$ cat config.mk
export PLATFORM = sky130hd
export DESIGN_NAME = parity_check_stream_flat
export DESIGN_NICKNAME = d
export VERILOG_FILES = /design/src/rtl/parity_check_stream_pkg.sv /design/src/rtl/parity_check_stream_if.sv /design/src/rtl/parity_check_stream_stat_cnt.sv /design/src/rtl/parity_check_stream.sv /design/src/flat_wrapper.sv
export SDC_FILE = /design/constraint.sdc
export NUM_CORES = 1
export LEC_CHECK = 0
export ABC_AREA = 1
export ABC_CLOCK_PERIOD_IN_PS = 4800
export CAP_MARGIN = 10
export CORE_UTILIZATION = 41
export CTS_BUF_LIST = sky130_fd_sc_hd__clkbuf_8 sky130_fd_sc_hd__clkbuf_16
export DETAILED_ROUTE_END_ITERATION = 10
export PLACE_DENSITY = 0.7
export SETUP_SLACK_MARGIN = 0.5
export SLEW_MARGIN = 10
export SYNTH_ARGS = -nofsm -noshare
export SYNTH_HDL_FRONTEND = slang
export SYNTH_SLANG_ARGS = --single-unit
export TNS_END_PERCENT = 1
$ cat constraint.sdc
create_clock -name clk -period 4.8 [get_ports clk]
set_clock_uncertainty 0.05 [all_clocks]
set_input_delay 1.44 -clock clk [delete_from_list [all_inputs] [get_ports clk]]
set_output_delay 1.44 -clock clk [all_outputs]
set_load 0.01 [all_outputs]
$ cat src/rtl/parity_check_stream_pkg.sv
// Shared types, default sizes and the width-generic parity verdict used by
// the parity_check_stream slice.
package parity_pkg;

    typedef enum logic {
        PAR_EVEN = 1'b0,
        PAR_ODD  = 1'b1
    } parity_mode_e;

    localparam int DEF_DATA_W = 8;
    localparam int DEF_CNT_W  = 16;
    localparam int MAX_DATA_W = 64;

    // Callers zero-extend narrower words; the extra zeros do not change the XOR.
    function automatic logic parity_ok(input logic [MAX_DATA_W-1:0] data,
                                       input logic                  parity,
                                       input parity_mode_e          mode);
        return ((^data) ^ parity) == logic'(mode);
    endfunction

endpackage

$ cat src/rtl/parity_check_stream_if.sv
// Receive-side and delivery-side stream signals of the parity checker.
// master = the environment around the checker, slave = the checker itself.
interface parity_check_stream_if
    import parity_pkg::*;
#(
    parameter int DATA_W = DEF_DATA_W
);

    logic              in_valid;
    logic              in_ready;
    logic [DATA_W-1:0] in_data;
    logic              in_parity;
    logic              odd_mode;
    logic              out_valid;
    logic              out_ready;
    logic [DATA_W-1:0] out_data;
    logic              out_parity_ok;

    modport master (
        output in_valid, in_data, in_parity, odd_mode, out_ready,
        input  in_ready, out_valid, out_data, out_parity_ok
    );

    modport slave (
        input  in_valid, in_data, in_parity, odd_mode, out_ready,
        output in_ready, out_valid, out_data, out_parity_ok
    );

endinterface

$ cat src/rtl/parity_check_stream_stat_cnt.sv
// Saturating statistics counter; a clear coinciding with an increment
// leaves the counter at 1 so the word in flight is not lost.
module parity_stat_cnt
    import parity_pkg::*;
#(
    parameter int CNT_W = DEF_CNT_W
) (
    input  logic             clk,
    input  logic             rst,
    input  logic             inc,
    input  logic             clr,
    output logic [CNT_W-1:0] cnt
);

    localparam logic [CNT_W-1:0] CNT_MAX = '1;

    always_ff @(posedge clk) begin
        if (rst) begin
            cnt <= '0;
        end else if (clr) begin
            cnt <= inc ? CNT_W'(1) : '0;
        end else if (inc && (cnt != CNT_MAX)) begin
            cnt <= cnt + 1'b1;
        end
    end

endmodule

$ cat src/rtl/parity_check_stream.sv
// Streaming parity checker with one output register stage and statistics.
// Optional macro PARITY_CHECK_DROP_ERR_EN: failing words are consumed, never presented.
module parity_check_stream
    import parity_pkg::*;
#(
    parameter int DATA_W = DEF_DATA_W,
    parameter int CNT_W  = DEF_CNT_W
) (
    input  logic                   clk,
    input  logic                   rst,
    parity_check_stream_if.slave   bus,
    input  logic                   clr_stats,
    output logic                   err_sticky,
    output logic [CNT_W-1:0]       err_cnt,
    output logic [CNT_W-1:0]       word_cnt
);

    // Handshake: a word moves when valid && ready on the same rising edge;
    // valid never waits on ready, and a presented word stays stable until taken.
    logic                  accept;
    logic                  word_ok;
    logic                  present;
    logic [MAX_DATA_W-1:0] data_ext;

    assign bus.in_ready = !bus.out_valid || bus.out_ready;
    assign accept       = bus.in_valid && bus.in_ready;

    always_comb begin
        data_ext               = '0;
        data_ext[DATA_W-1:0]   = bus.in_data;
    end

    assign word_ok = parity_ok(data_ext, bus.in_parity, parity_mode_e'(bus.odd_mode));

`ifdef PARITY_CHECK_DROP_ERR_EN
    assign present = word_ok;
`else
    assign present = 1'b1;
`endif

    always_ff @(posedge clk) begin
        if (rst) begin
            bus.out_valid     <= 1'b0;
            bus.out_data      <= '0;
            bus.out_parity_ok <= 1'b0;
        end else if (accept) begin
            bus.out_valid     <= present;
            bus.out_data      <= bus.in_data;
            bus.out_parity_ok <= word_ok;
        end else if (bus.out_ready) begin
            bus.out_valid     <= 1'b0;
        end
    end

    // Clear wins over set, but an errored word accepted with the clear re-arms it.
    always_ff @(posedge clk) begin
        if (rst) begin
            err_sticky <= 1'b0;
        end else if (clr_stats) begin
            err_sticky <= accept && !word_ok;
        end else if (accept && !word_ok) begin
            err_sticky <= 1'b1;
        end
    end

    parity_stat_cnt #(.CNT_W(CNT_W)) u_word_cnt (
        .clk (clk),
        .rst (rst),
        .inc (accept),
        .clr (clr_stats),
        .cnt (word_cnt)
    );

    parity_stat_cnt #(.CNT_W(CNT_W)) u_err_cnt (
        .clk (clk),
        .rst (rst),
        .inc (accept && !word_ok),
        .clr (clr_stats),
        .cnt (err_cnt)
    );

endmodule

$ cat src/flat_wrapper.sv
// flat-port wrapper written by rule: the top's interface ports become plain ports
module parity_check_stream_flat import parity_pkg::*;
#(
    parameter int DATA_W = DEF_DATA_W,
    parameter int CNT_W  = DEF_CNT_W
)
  (clk, rst, clr_stats, err_sticky, err_cnt, word_cnt, bus_in_valid, bus_in_data, bus_in_parity, bus_odd_mode, bus_out_ready, bus_in_ready, bus_out_valid, bus_out_data, bus_out_parity_ok);
  parity_check_stream_if #(.DATA_W(DATA_W)) bus_i ();
  input  logic clk;
  input  logic rst;
  input  logic clr_stats;
  output logic err_sticky;
  output logic [CNT_W-1:0] err_cnt;
  output logic [CNT_W-1:0] word_cnt;
  input wire logic [$bits(bus_i.in_valid)-1:0] bus_in_valid;
  input wire logic [$bits(bus_i.in_data)-1:0] bus_in_data;
  input wire logic [$bits(bus_i.in_parity)-1:0] bus_in_parity;
  input wire logic [$bits(bus_i.odd_mode)-1:0] bus_odd_mode;
  input wire logic [$bits(bus_i.out_ready)-1:0] bus_out_ready;
  output wire logic [$bits(bus_i.in_ready)-1:0] bus_in_ready;
  output wire logic [$bits(bus_i.out_valid)-1:0] bus_out_valid;
  output wire logic [$bits(bus_i.out_data)-1:0] bus_out_data;
  output wire logic [$bits(bus_i.out_parity_ok)-1:0] bus_out_parity_ok;
  assign bus_i.in_valid = bus_in_valid;
  assign bus_i.in_data = bus_in_data;
  assign bus_i.in_parity = bus_in_parity;
  assign bus_i.odd_mode = bus_odd_mode;
  assign bus_i.out_ready = bus_out_ready;
  assign bus_in_ready = bus_i.in_ready;
  assign bus_out_valid = bus_i.out_valid;
  assign bus_out_data = bus_i.out_data;
  assign bus_out_parity_ok = bus_i.out_parity_ok;
  parity_check_stream #(.DATA_W(DATA_W), .CNT_W(CNT_W)) u_core (.clk(clk), .rst(rst), .bus(bus_i), .clr_stats(clr_stats), .err_sticky(err_sticky), .err_cnt(err_cnt), .word_cnt(word_cnt));
endmodule
# Word level (Yosys, flattened, before mapping)
# Cells that the tools add are included.
totals:
  regBits: 43
  latch_bits: 0
  ram_bits: 0
  mem_bits_ro: 0
  in_bits: 15
  wordCells: 34
  n_memories: 0
op_classes:
  addsub: 2
  n_mul: 0
  div_mod_pow: 0
  order_cmp: 0
  eq_ne: 3
  n_shift: 0
  n_mux: 10
  bitwise_logic: 1
  n_reduce_logical: 12
op_table:
  columns: ["cell", "count"]
  rows:
  - ["two-way mux 16 bit", 4]
  - ["parity 64 bit", 1]
  - ["adder 16 x 1 -> 16 bit (second input constant)", 2]
  - ["inequality test 16 bit (second input constant)", 2]
  - ["nonzero test 2 bit", 4]
  - ["two-way mux 1 bit", 6]
  - ["logical AND 1 bit", 4]
  - ["zero test 1 bit", 2]
  - ["equality test 1 bit", 1]
  - ["logical OR 1 bit", 1]
  - ["bitwise XOR 1 bit", 1]

# Longest topological paths before layout
# Gate-level depths: netlist of run 1.
logic_depth:
  word_depth: 8
  ltp_mapped: 13

# Hierarchy
# Synthesis of run 1 repeated with hierarchy kept, for this count alone.
unflattened:
  cells_unflattened: 401
  hier_area_um2: 2575.0
by_module_without_submodules:
  columns: ["module", "instances", "cells_each", "area_per_inst_um2", "seq_area_each_um2"]
  rows:
  - ["parity_stat_cnt", 2, 161, 1009.7, 320.3]
  - ["parity_check_stream", 1, 79, 555.5, 220.2]

# Least setup slack after synthesis of run 1
# OpenSTA, ideal clock, no wires.
synth_timing:
  path_kind: "input to output"
  start: "input bus_out_ready"
  end: "output bus_in_ready"
  arrival_ns: 1.574
  slack_ns: 1.736
  stages: 2
  n_path_buf: 0
  path_cell_list: "inv_1 -> nand2_1"
synth_via:
  elab_chain_len: 1
synth_lines:
  columns: ["element", "line_no", "text"]
  rows:
  - ["start: declaration", "flat_wrapper.sv:19", "input wire logic [$bits(bus_i.out_ready)-1:0] bus_out_ready;"]
  - ["logical OR 1 bit", "parity_check_stream.sv:25", "assign bus.in_ready = !bus.out_valid || bus.out_ready;"]
  - ["end: declaration", "flat_wrapper.sv:20", "output wire logic [$bits(bus_i.in_ready)-1:0] bus_in_ready;"]
# No other way between the ends.

# Final worst setup path of run 1
# Ends and elaborated chain as after synthesis.

==> results of run 1 <==
## state kept, by name, summed over array words and instances (netlist names)
register / flops
u_core.bus.out_parity_ok: 1
u_core.err_sticky: 1
u_core.bus.out_valid: 1
u_core.u_word_cnt.cnt: 16
u_core.u_err_cnt.cnt: 16
u_core.bus.out_data: 8
## stage by stage
step	hold WS, ps	setup WS, ps	std cells
3_5_place_dp	410	777	505
4_1_cts	428	766	512
3_3_place_gp	397	770	505
2_1_floorplan	429	1740	382
6_report	422	769	512
5_1_grt	462	719	512
## synthesized netlist by cell type, drive strengths merged
| library cell | instances | area share, % |
|---|---|---|
| buf | 3 | 0.86 |
| nand3b | 3 | 0.91 |
| xor2 | 8 | 2.8 |
| nor3b | 2 | 1.1 |
| a31oi | 2 | 0.51 |
| nor2 | 44 | 7.1 |
| clkinv | 2 | 0.30 |
| nand2 | 98 | 15 |
| clkbuf | 5 | 0.76 |
| nor3 | 7 | 2.1 |
| a21oi | 30 | 6.1 |
| nor4 | 1 | 0.25 |
| inv | 56 | 8.5 |
| a211oi | 1 | 0.30 |
| o211ai | 1 | 0.30 |
| nand4 | 11 | 3.4 |
| xnor2 | 2 | 0.71 |
| nand3 | 39 | 8.1 |
| ha | 2 | 1.0 |
| dfxtp | 43 | 35 |
| o21ai | 22 | 4.5 |
## final cells by class
class,count,area [um^2],area share [%]
multi-input cells,273,1340,42.0
clock buffers,5,68.8,2.15
repair buffers,59,588,18.4
clock inverters,2,33.8,1.05
flip-flops and latches,43,861,26.9
inverters,58,218,6.80
well taps,72,90.1,2.81
## routing by layer
layer  global-route usage, %  part of all wire, %  wire length [um]  up-vias
met1                    25.2                   47              2770     1119
met2                    32.8                   46              2740       72
met4                    4.73                 0.74                44        0
met3                    4.46                  6.4               377        4
met5                       0                    0                 0        -
li1                        -                    -                 -     1339
## logic make-up (layout without fill, tap and decap cells)
family | Yosys count | in the layout
AND/OR/NAND/NOR | 205 | 205
buffers and inverters | 66 | 124
AO/OA/AOI/OAI | 56 | 56
flip-flops | 43 | 43
XOR/XNOR | 10 | 10
adder cells (fa/ha/maj) | 2 | 2
## critical path, stage by stage
cell	delay, ps
sky130_fd_sc_hd__clkdlybuf4s50_1	450
sky130_fd_sc_hd__inv_1	30
sky130_fd_sc_hd__nand2_1	80
sky130_fd_sc_hd__clkdlybuf4s50_1	540
## final timing paths
path | to | slack (ps) | cells past startpoint
worst max-delay path | bus_in_ready | 770 | 4
worst min-delay path | u_core.err_sticky | 420 | 2
worst max register to register | u_core.u_err_cnt.cnt[13] | 2610 | 8
worst min register to register | u_core.err_sticky | 420 | 2
## power by group
part / total [mW] / switching [mW] / internal (mW)
sequential: 0.373 / 0.00692 / 0.366
combinational: 0.113 / 0.0651 / 0.0474
clock: 0.271 / 0.121 / 0.150
==> impl_table.tex, run 1 <==
\begin{tabular}{lr}
\hline
Metric & Value \\
\hline
\multicolumn{2}{l}{\textbf{Cells and area}} \\
\quad Net total in the final layout & 457 \\
\quad Fraction of final layout cells sized beyond drive strength 1 & 3.86\% \\
\quad Antenna Diode Count & 0 \\
\quad Final cell area excluding filler cells & 3200 um\^{}2 \\
\quad Post-layout util & 56.8\% \\
\quad Most common cell after layout, fill and taps aside & sky130\_fd\_sc\_hd\_\_nand2\_1 \\
\quad Layout overhead on the synthesized area & 30.1\% \\
\quad Most frequent cells in the layout & 96 x sky130\_fd\_sc\_hd\_\_nand2\_1, 58 x sky130\_fd\_sc\_hd\_\_clkdlybuf4s50\_1, 56 x sky130\_fd\_sc\_hd\_\_inv\_1 \\
\quad Number of inserted filler cells in the final layout & 552 \\
\multicolumn{2}{l}{\textbf{Clock tree}} \\
\quad Post-cts gate resize count & 0 \\
\quad TritonCTS buffer count & 5 \\
\quad CTS Root Buffer Type & sky130\_fd\_sc\_hd\_\_clkbuf\_8 \\
\quad Maximum root-to-sink buffer count & 2 \\
\quad CTS Sinks & 43 \\
\quad Post-CTS setup buffers & 0 \\
\quad TritonCTS clock tree & built \\
\quad Clock latency on the worst-skew pair & 290 ps \\
\quad Number of hold buffers added after CTS & 0 \\
\quad Number of H-tree branching levels & 2 \\
\quad Clock-pin slew of the registers on the worst-case setup and hold paths & 80 ps \\
\multicolumn{2}{l}{\textbf{STA}} \\
\quad Final hold violations & 0 \\
\quad Worst-Margin Slew & 637 ps \\
\quad Relative max-transition margin & 57.4\% \\
\quad Aggregate negative setup slack & 0 ps \\
\quad Crit share post-route & 84.0\% \\
\quad Final worst path period need & 4030 ps \\
\quad Setup violators final & 0 \\
\quad Setup repair after global routing missed its margin & no \\
\quad Max-slew violation count & 0 \\
\quad Max Clk Rate & 248 MHz \\
\multicolumn{2}{l}{\textbf{Routing}} \\
\quad \# DRC & 0 \\
\quad Iteration-0 DRC count of the detailed router & 135 \\
\quad Average detailed-routed wire length per instance & 11.6 um \\
\quad Via count & 2534 \\
\quad Routed via count divided by cell count & 4.95 \\
\quad Number of detailed-routing iterations run before antenna repair & 4 \\
\quad Final antenna-violating net count & 0 \\
\quad Total detailed-routing wirelength & 5.93 mm \\
\multicolumn{2}{l}{\textbf{Synth}} \\
\quad Register area share after synthesis & 35.0\% \\
\quad Combinational family with the most area after synthesis & simple AND/OR/NAND/NOR gates \\
\quad Synthesized-area fraction occupied by adder cells & 1.02\% \\
\quad Post-synthesis instance area & 2460 um\^{}2 \\
\quad Synthesized-area fraction occupied by and/or/nand/nor cells & 38.3\% \\
\quad Number of storage elements in the synthesis netlist & 43 \\
\quad Net count after synthesis & 399 \\
\quad Post-Synthesis Mean Instance Area & 6.45 um\^{}2 \\
\quad Number of different library cells in the post-synthesis netlist & 33 \\
\quad Total number of yosys warnings & 0 \\
\quad XOR/XNOR share of the synthesized area & 3.56\% \\
\quad Fraction of the mapped netlist area in compound gates & 11.7\% \\
\quad Mux cell area share after synthesis & 0\% \\
\quad Number of instances in the synthesized netlist & 382 \\
\multicolumn{2}{l}{\textbf{Global routing}} \\
\quad GRT Residual Overflow & 0 \\
\quad Number of antenna violations at the first check in global routing & 0 \\
\quad Largest net degree at the start of global routing & 20 \\
\quad Via count of the first global-routing pass & 2264 \\
\quad Wire length of the first global-routing pass & 9.89 mm \\
\quad Combined global-route utilization of all metal layers & 19.6\% \\
\multicolumn{2}{l}{\textbf{Die}} \\
\quad Placeable core area & 5640 um\^{}2 \\
\quad Die Outline Area & 6320 um\^{}2 \\
\quad Horizontal die dimension & 79.5 um \\
\quad Initial core utilization & 43.6\% \\
\quad Height of the chip & 79.5 um \\
\quad I/O pin total & 59 \\
\quad Number of placement rows & 27 \\
\multicolumn{2}{l}{\textbf{Worst hold path}} \\
\quad Origin of the worst min-delay path & u\_core.err\_sticky \\
\quad Min-delay worst type & flop to flop \\
\multicolumn{2}{l}{\textbf{Power and ir drop}} \\
\quad Sum of internal, switching and leakage power & 757 uW \\
\quad Power density normalized to cell area & 236 nW/um\^{}2 \\
\quad Leak Pwr & 1.26 nW \\
\quad Worst vdd rail ir drop & 127 uV \\
\multicolumn{2}{l}{\textbf{Setup path}} \\
\quad Setup crit start kind & primary input \\
\quad Max FO, Critical Path & 3 \\
\quad Worst r2r src & u\_core.u\_err\_cnt.cnt[0] \\
\quad Classification of the worst setup path & primary input to primary output \\
\quad WP data arrival & 2540 ps \\
\quad Type of destination of the critical path & primary output \\
\quad Critical Path RT & 3310 ps \\
\quad Crit path launch & bus\_out\_ready \\
\multicolumn{2}{l}{\textbf{Place}} \\
\quad Area of placed instances & 3100 um\^{}2 \\
\quad IO Port Bufs & 58 \\
\quad Final Wtd Congestion & 0.854 \\
\quad DP HPWL & 4.42 mm \\
\multicolumn{2}{l}{\textbf{Job}} \\
\quad Max-cap violation count & 0 \\
\multicolumn{2}{l}{\textbf{Status}} \\
\quad Run status & complete, no violations \\
\hline
\end{tabular}
Power figures use the tool's default switching activity.
==> run 2: changes to the inputs <==
ABC_CLOCK_PERIOD_IN_PS = 3310   (was 4800)
PLACE_DENSITY = 0.73   (was 0.7)
clock period = 3.31 ns   (was 4.8 ns; I/O delays follow)
==> impl_table.tex, run 2 (synthesis results as in run 1) <==
\begin{tabular}{lr}
\hline
Metric & Value \\
\hline
\multicolumn{2}{l}{\textbf{Status}} \\
\quad Run status & complete, no violations \\
\multicolumn{2}{l}{\textbf{Setup path}} \\
\quad Family with the most delay on the worst path & buffers and inverters \\
\quad FF-to-FF setup slack & 1150 ps (-1460 ps) \\
\quad Critical Path RT & 2270 ps (-1040 ps) \\
\quad Number of cell instances on the worst register-to-register path & 8 (unchanged) \\
\quad Delay of the slowest cell on the worst path & 450 ps (-90 ps) \\
\quad Critical-path cell list & clkdlybuf4s50\_1 > inv\_1 > nand2\_1 > buf\_2 \\
\quad WP data arrival & 1710 ps (-830 ps) \\
\quad Type of destination of the critical path & primary output \\
\quad Worst r2r src & u\_core.u\_err\_cnt.cnt[0] \\
\quad Classification of the worst setup path & primary input to primary output \\
\quad Capture point of the worst reg-to-reg path & u\_core.u\_err\_cnt.cnt[13] \\
\quad Worst path buffer plus inverter count & 3 (unchanged) \\
\quad Max FO, Critical Path & 3 (unchanged) \\
\quad Crit path max-delay cell type & sky130\_fd\_sc\_hd\_\_clkdlybuf4s50\_1 \\
\quad Setup crit start kind & primary input \\
\multicolumn{2}{l}{\textbf{Cells and area}} \\
\quad Post-layout instance count excluding filler cells & 518 (+1.2\%) \\
\quad Fraction of final layout cells sized beyond drive strength 1 & 5.61\% (+1.7 points) \\
\quad Layout overhead on the synthesized area & 32.0\% \\
\quad Largest registers ranked by flip-flop count & u\_core.u\_err\_cnt.cnt: 16 flops, u\_core.u\_word\_cnt.cnt: 16 flops, u\_core.bus.out\_data: 8 flops \\
\quad Final cell area excluding filler cells & 3250 um\^{}2 (+1.4\%) \\
\quad Net total in the final layout & 462 (+1.1\%) \\
\quad Post-layout util & 57.6\% (+0.82 points) \\
\quad Most frequent cells in the layout & 96 x sky130\_fd\_sc\_hd\_\_nand2\_1, 57 x sky130\_fd\_sc\_hd\_\_clkdlybuf4s50\_1, 55 x sky130\_fd\_sc\_hd\_\_inv\_1 \\
\quad Most common cell after layout, fill and taps aside & sky130\_fd\_sc\_hd\_\_nand2\_1 \\
\quad Number of inserted filler cells in the final layout & 514 (-6.9\%) \\
\quad Antenna Diode Count & 0 (unchanged) \\
\multicolumn{2}{l}{\textbf{Die}} \\
\quad Height of the chip & 79.5 um (unchanged) \\
\quad Horizontal die dimension & 79.5 um (unchanged) \\
\quad Die Outline Area & 6320 um\^{}2 (unchanged) \\
\quad Initial core utilization & 43.6\% (unchanged) \\
\quad Number of placement rows & 27 (unchanged) \\
\quad Placeable core area & 5640 um\^{}2 (unchanged) \\
\quad I/O pin total & 59 (unchanged) \\
\multicolumn{2}{l}{\textbf{STA}} \\
\quad Max Clk Rate & 363 MHz \\
\quad Worst Hold Margin & 418 ps (-3.97 ps) \\
\quad Aggregate negative setup slack & 0 ps (unchanged) \\
\quad Setup violators final & 0 (unchanged) \\
\quad Crit share post-route & 83.2\% \\
\quad Final hold violations & 0 (unchanged) \\
\quad Max-slew violation count & 0 (unchanged) \\
\quad Final worst path period need & 2750 ps \\
\quad Worst-Margin Slew & 518 ps (-119 ps) \\
\quad Relative max-transition margin & 65.4\% (+8.0 points) \\
\quad Setup repair after global routing missed its margin & yes \\
\quad PnR worst setup slack & 556 ps (-213 ps) \\
\multicolumn{2}{l}{\textbf{Place}} \\
\quad Area of placed instances & 3120 um\^{}2 (+0.73\%) \\
\quad Minimum setup slack after placement & 140 ps (-637 ps) \\
\quad Placed cell count & 508 (+0.59\%) \\
\quad Final Wtd Congestion & 0.872 (+2.1\%) \\
\quad DP HPWL & 4.57 mm (+3.5\%) \\
\quad IO Port Bufs & 58 (unchanged) \\
\multicolumn{2}{l}{\textbf{Clock tree}} \\
\quad CTS Root Buffer Type & sky130\_fd\_sc\_hd\_\_clkbuf\_8 \\
\quad TritonCTS buffer count & 5 (unchanged) \\
\quad Maximum root-to-sink buffer count & 2 (unchanged) \\
\quad CTS Sinks & 43 (unchanged) \\
\quad Clock latency on the worst-skew pair & 300 ps (about the same) \\
\quad Number of hold buffers added after CTS & 0 (unchanged) \\
\quad Clock-pin slew of the registers on the worst-case setup and hold paths & 90 ps (about the same) \\
\quad Number of H-tree branching levels & 2 (unchanged) \\
\quad TritonCTS clock tree & built \\
\multicolumn{2}{l}{\textbf{Global routing}} \\
\quad Number of antenna violations at the first check in global routing & 0 (unchanged) \\
\quad Via count of the first global-routing pass & 2419 (+6.8\%) \\
\quad GRT Residual Overflow & 0 (unchanged) \\
\quad Wire length of the first global-routing pass & 10.2 mm (+2.6\%) \\
\quad Combined global-route utilization of all metal layers & 20.3\% (+0.71 points) \\
\quad Largest net degree at the start of global routing & 19 (-5.0\%) \\
\multicolumn{2}{l}{\textbf{Job}} \\
\quad Max-cap violation count & 0 (unchanged) \\
\multicolumn{2}{l}{\textbf{Power and ir drop}} \\
\quad Sum of internal, switching and leakage power & 1.10 mW (+45\%) \\
\quad Worst vdd rail ir drop & 204 uV (+62\%) \\
\quad Power density normalized to cell area & 337 nW/um\^{}2 (+43\%) \\
\quad Leak Pwr & 1.28 nW (+1.7\%) \\
\multicolumn{2}{l}{\textbf{Routing}} \\
\quad Number of detailed-routing iterations run before antenna repair & 4 (unchanged) \\
\quad Final antenna-violating net count & 0 (unchanged) \\
\quad Via count & 2599 (+2.6\%) \\
\quad Routed via count divided by cell count & 5.02 (+1.4\%) \\
\quad \# DRC & 0 (unchanged) \\
\quad Average detailed-routed wire length per instance & 11.7 um (+0.98\%) \\
\quad Total detailed-routing wirelength & 6.06 mm (+2.2\%) \\
\quad Iteration-0 DRC count of the detailed router & 187 (+39\%) \\
\multicolumn{2}{l}{\textbf{Worst hold path}} \\
\quad Min-delay worst type & flop to flop \\
\quad Hold Path Cell Cnt & 2 (unchanged) \\
\quad Origin of the worst min-delay path & u\_core.err\_sticky \\
\quad Worst Hold End & u\_core.err\_sticky \\
\hline
\end{tabular}
[run 2: changes by cell type in the layout (fill, tap and decap cells not counted)]
| cell | change |
|---|---|
| sky130_fd_sc_hd__bufinv_16 | -1 |
| sky130_fd_sc_hd__clkdlybuf4s50_1 | -1 |
| sky130_fd_sc_hd__buf_12 | +1 |
| sky130_fd_sc_hd__inv_1 | -1 |
| sky130_fd_sc_hd__buf_2 | +1 |
| sky130_fd_sc_hd__clkinvlp_4 | +1 |
| sky130_fd_sc_hd__buf_4 | +4 |
| sky130_fd_sc_hd__clkbuf_8 | +2 |
[run 2: metal layers]
| layer | routed length [um] | GRT usage (%) | up-vias |
|---|---|---|---|
| li1 | - | - | 1349 |
| met5 | 0 | 0 | - |
| met3 | 324 | 5.26 | 6 |
| met2 | 2850 | 34.1 | 68 |
| met4 | 60 | 7.27 | 0 |
| met1 | 2820 | 24.8 | 1176 |
[run 2: worst max-delay path by stage]
stage | start | end | slack, ps | depth (start not counted)
final | bus_out_ready | bus_in_ready | 560 | 4
after global routing | bus_out_ready | bus_in_ready | 460 | 4
after CTS | bus_out_ready | bus_in_ready | 540 | 4
after detailed placement | bus_out_ready | bus_in_ready | 140 | 4
after global placement | bus_out_ready | bus_in_ready | 180 | 4
after floorplan | bus_in_data[1] | u_core.u_err_cnt.cnt[10] | 1110 | 13
[run 2: layout make-up]
| type | count | area (um^2) | area share, % |
|---|---|---|---|
| Multi-Input combinational cell | 273 | 1340 | 41.4 |
| Sequential cell | 43 | 861 | 26.5 |
| Timing Repair Buffer | 64 | 633 | 19.5 |
| Inverter | 58 | 218 | 6.70 |
| Clock buffer | 7 | 96.3 | 2.96 |
| Tap cell | 72 | 90.1 | 2.77 |
| Clock inverter | 1 | 7.51 | 0.231 |
[run 2: worst register-to-register path, cell delays in order, from the launching register on]
cell	delay, ps
sky130_fd_sc_hd__dfxtp_1	420
sky130_fd_sc_hd__ha_1	250
sky130_fd_sc_hd__inv_1	100
sky130_fd_sc_hd__nor3b_4	320
sky130_fd_sc_hd__nand4_4	290
sky130_fd_sc_hd__nand3_2	320
sky130_fd_sc_hd__nand2_1	140
sky130_fd_sc_hd__nand2_1	80
sky130_fd_sc_hd__a21oi_1	60
[run 2: report_power, final]
group	internal [mW]	total (mW)	switching (mW)
clock	0.190	0.380	0.190
sequential	0.531	0.541	0.00942
combinational	0.0787	0.175	0.0967
[run 2: what timing repair did]
item                                    4_1_cts  5_1_grt
endpoints found under the setup margin        1        2
resized for setup                             4        0
gates cloned                                  0        0
buffers inserted                              0        2
pin swaps                                     0        1
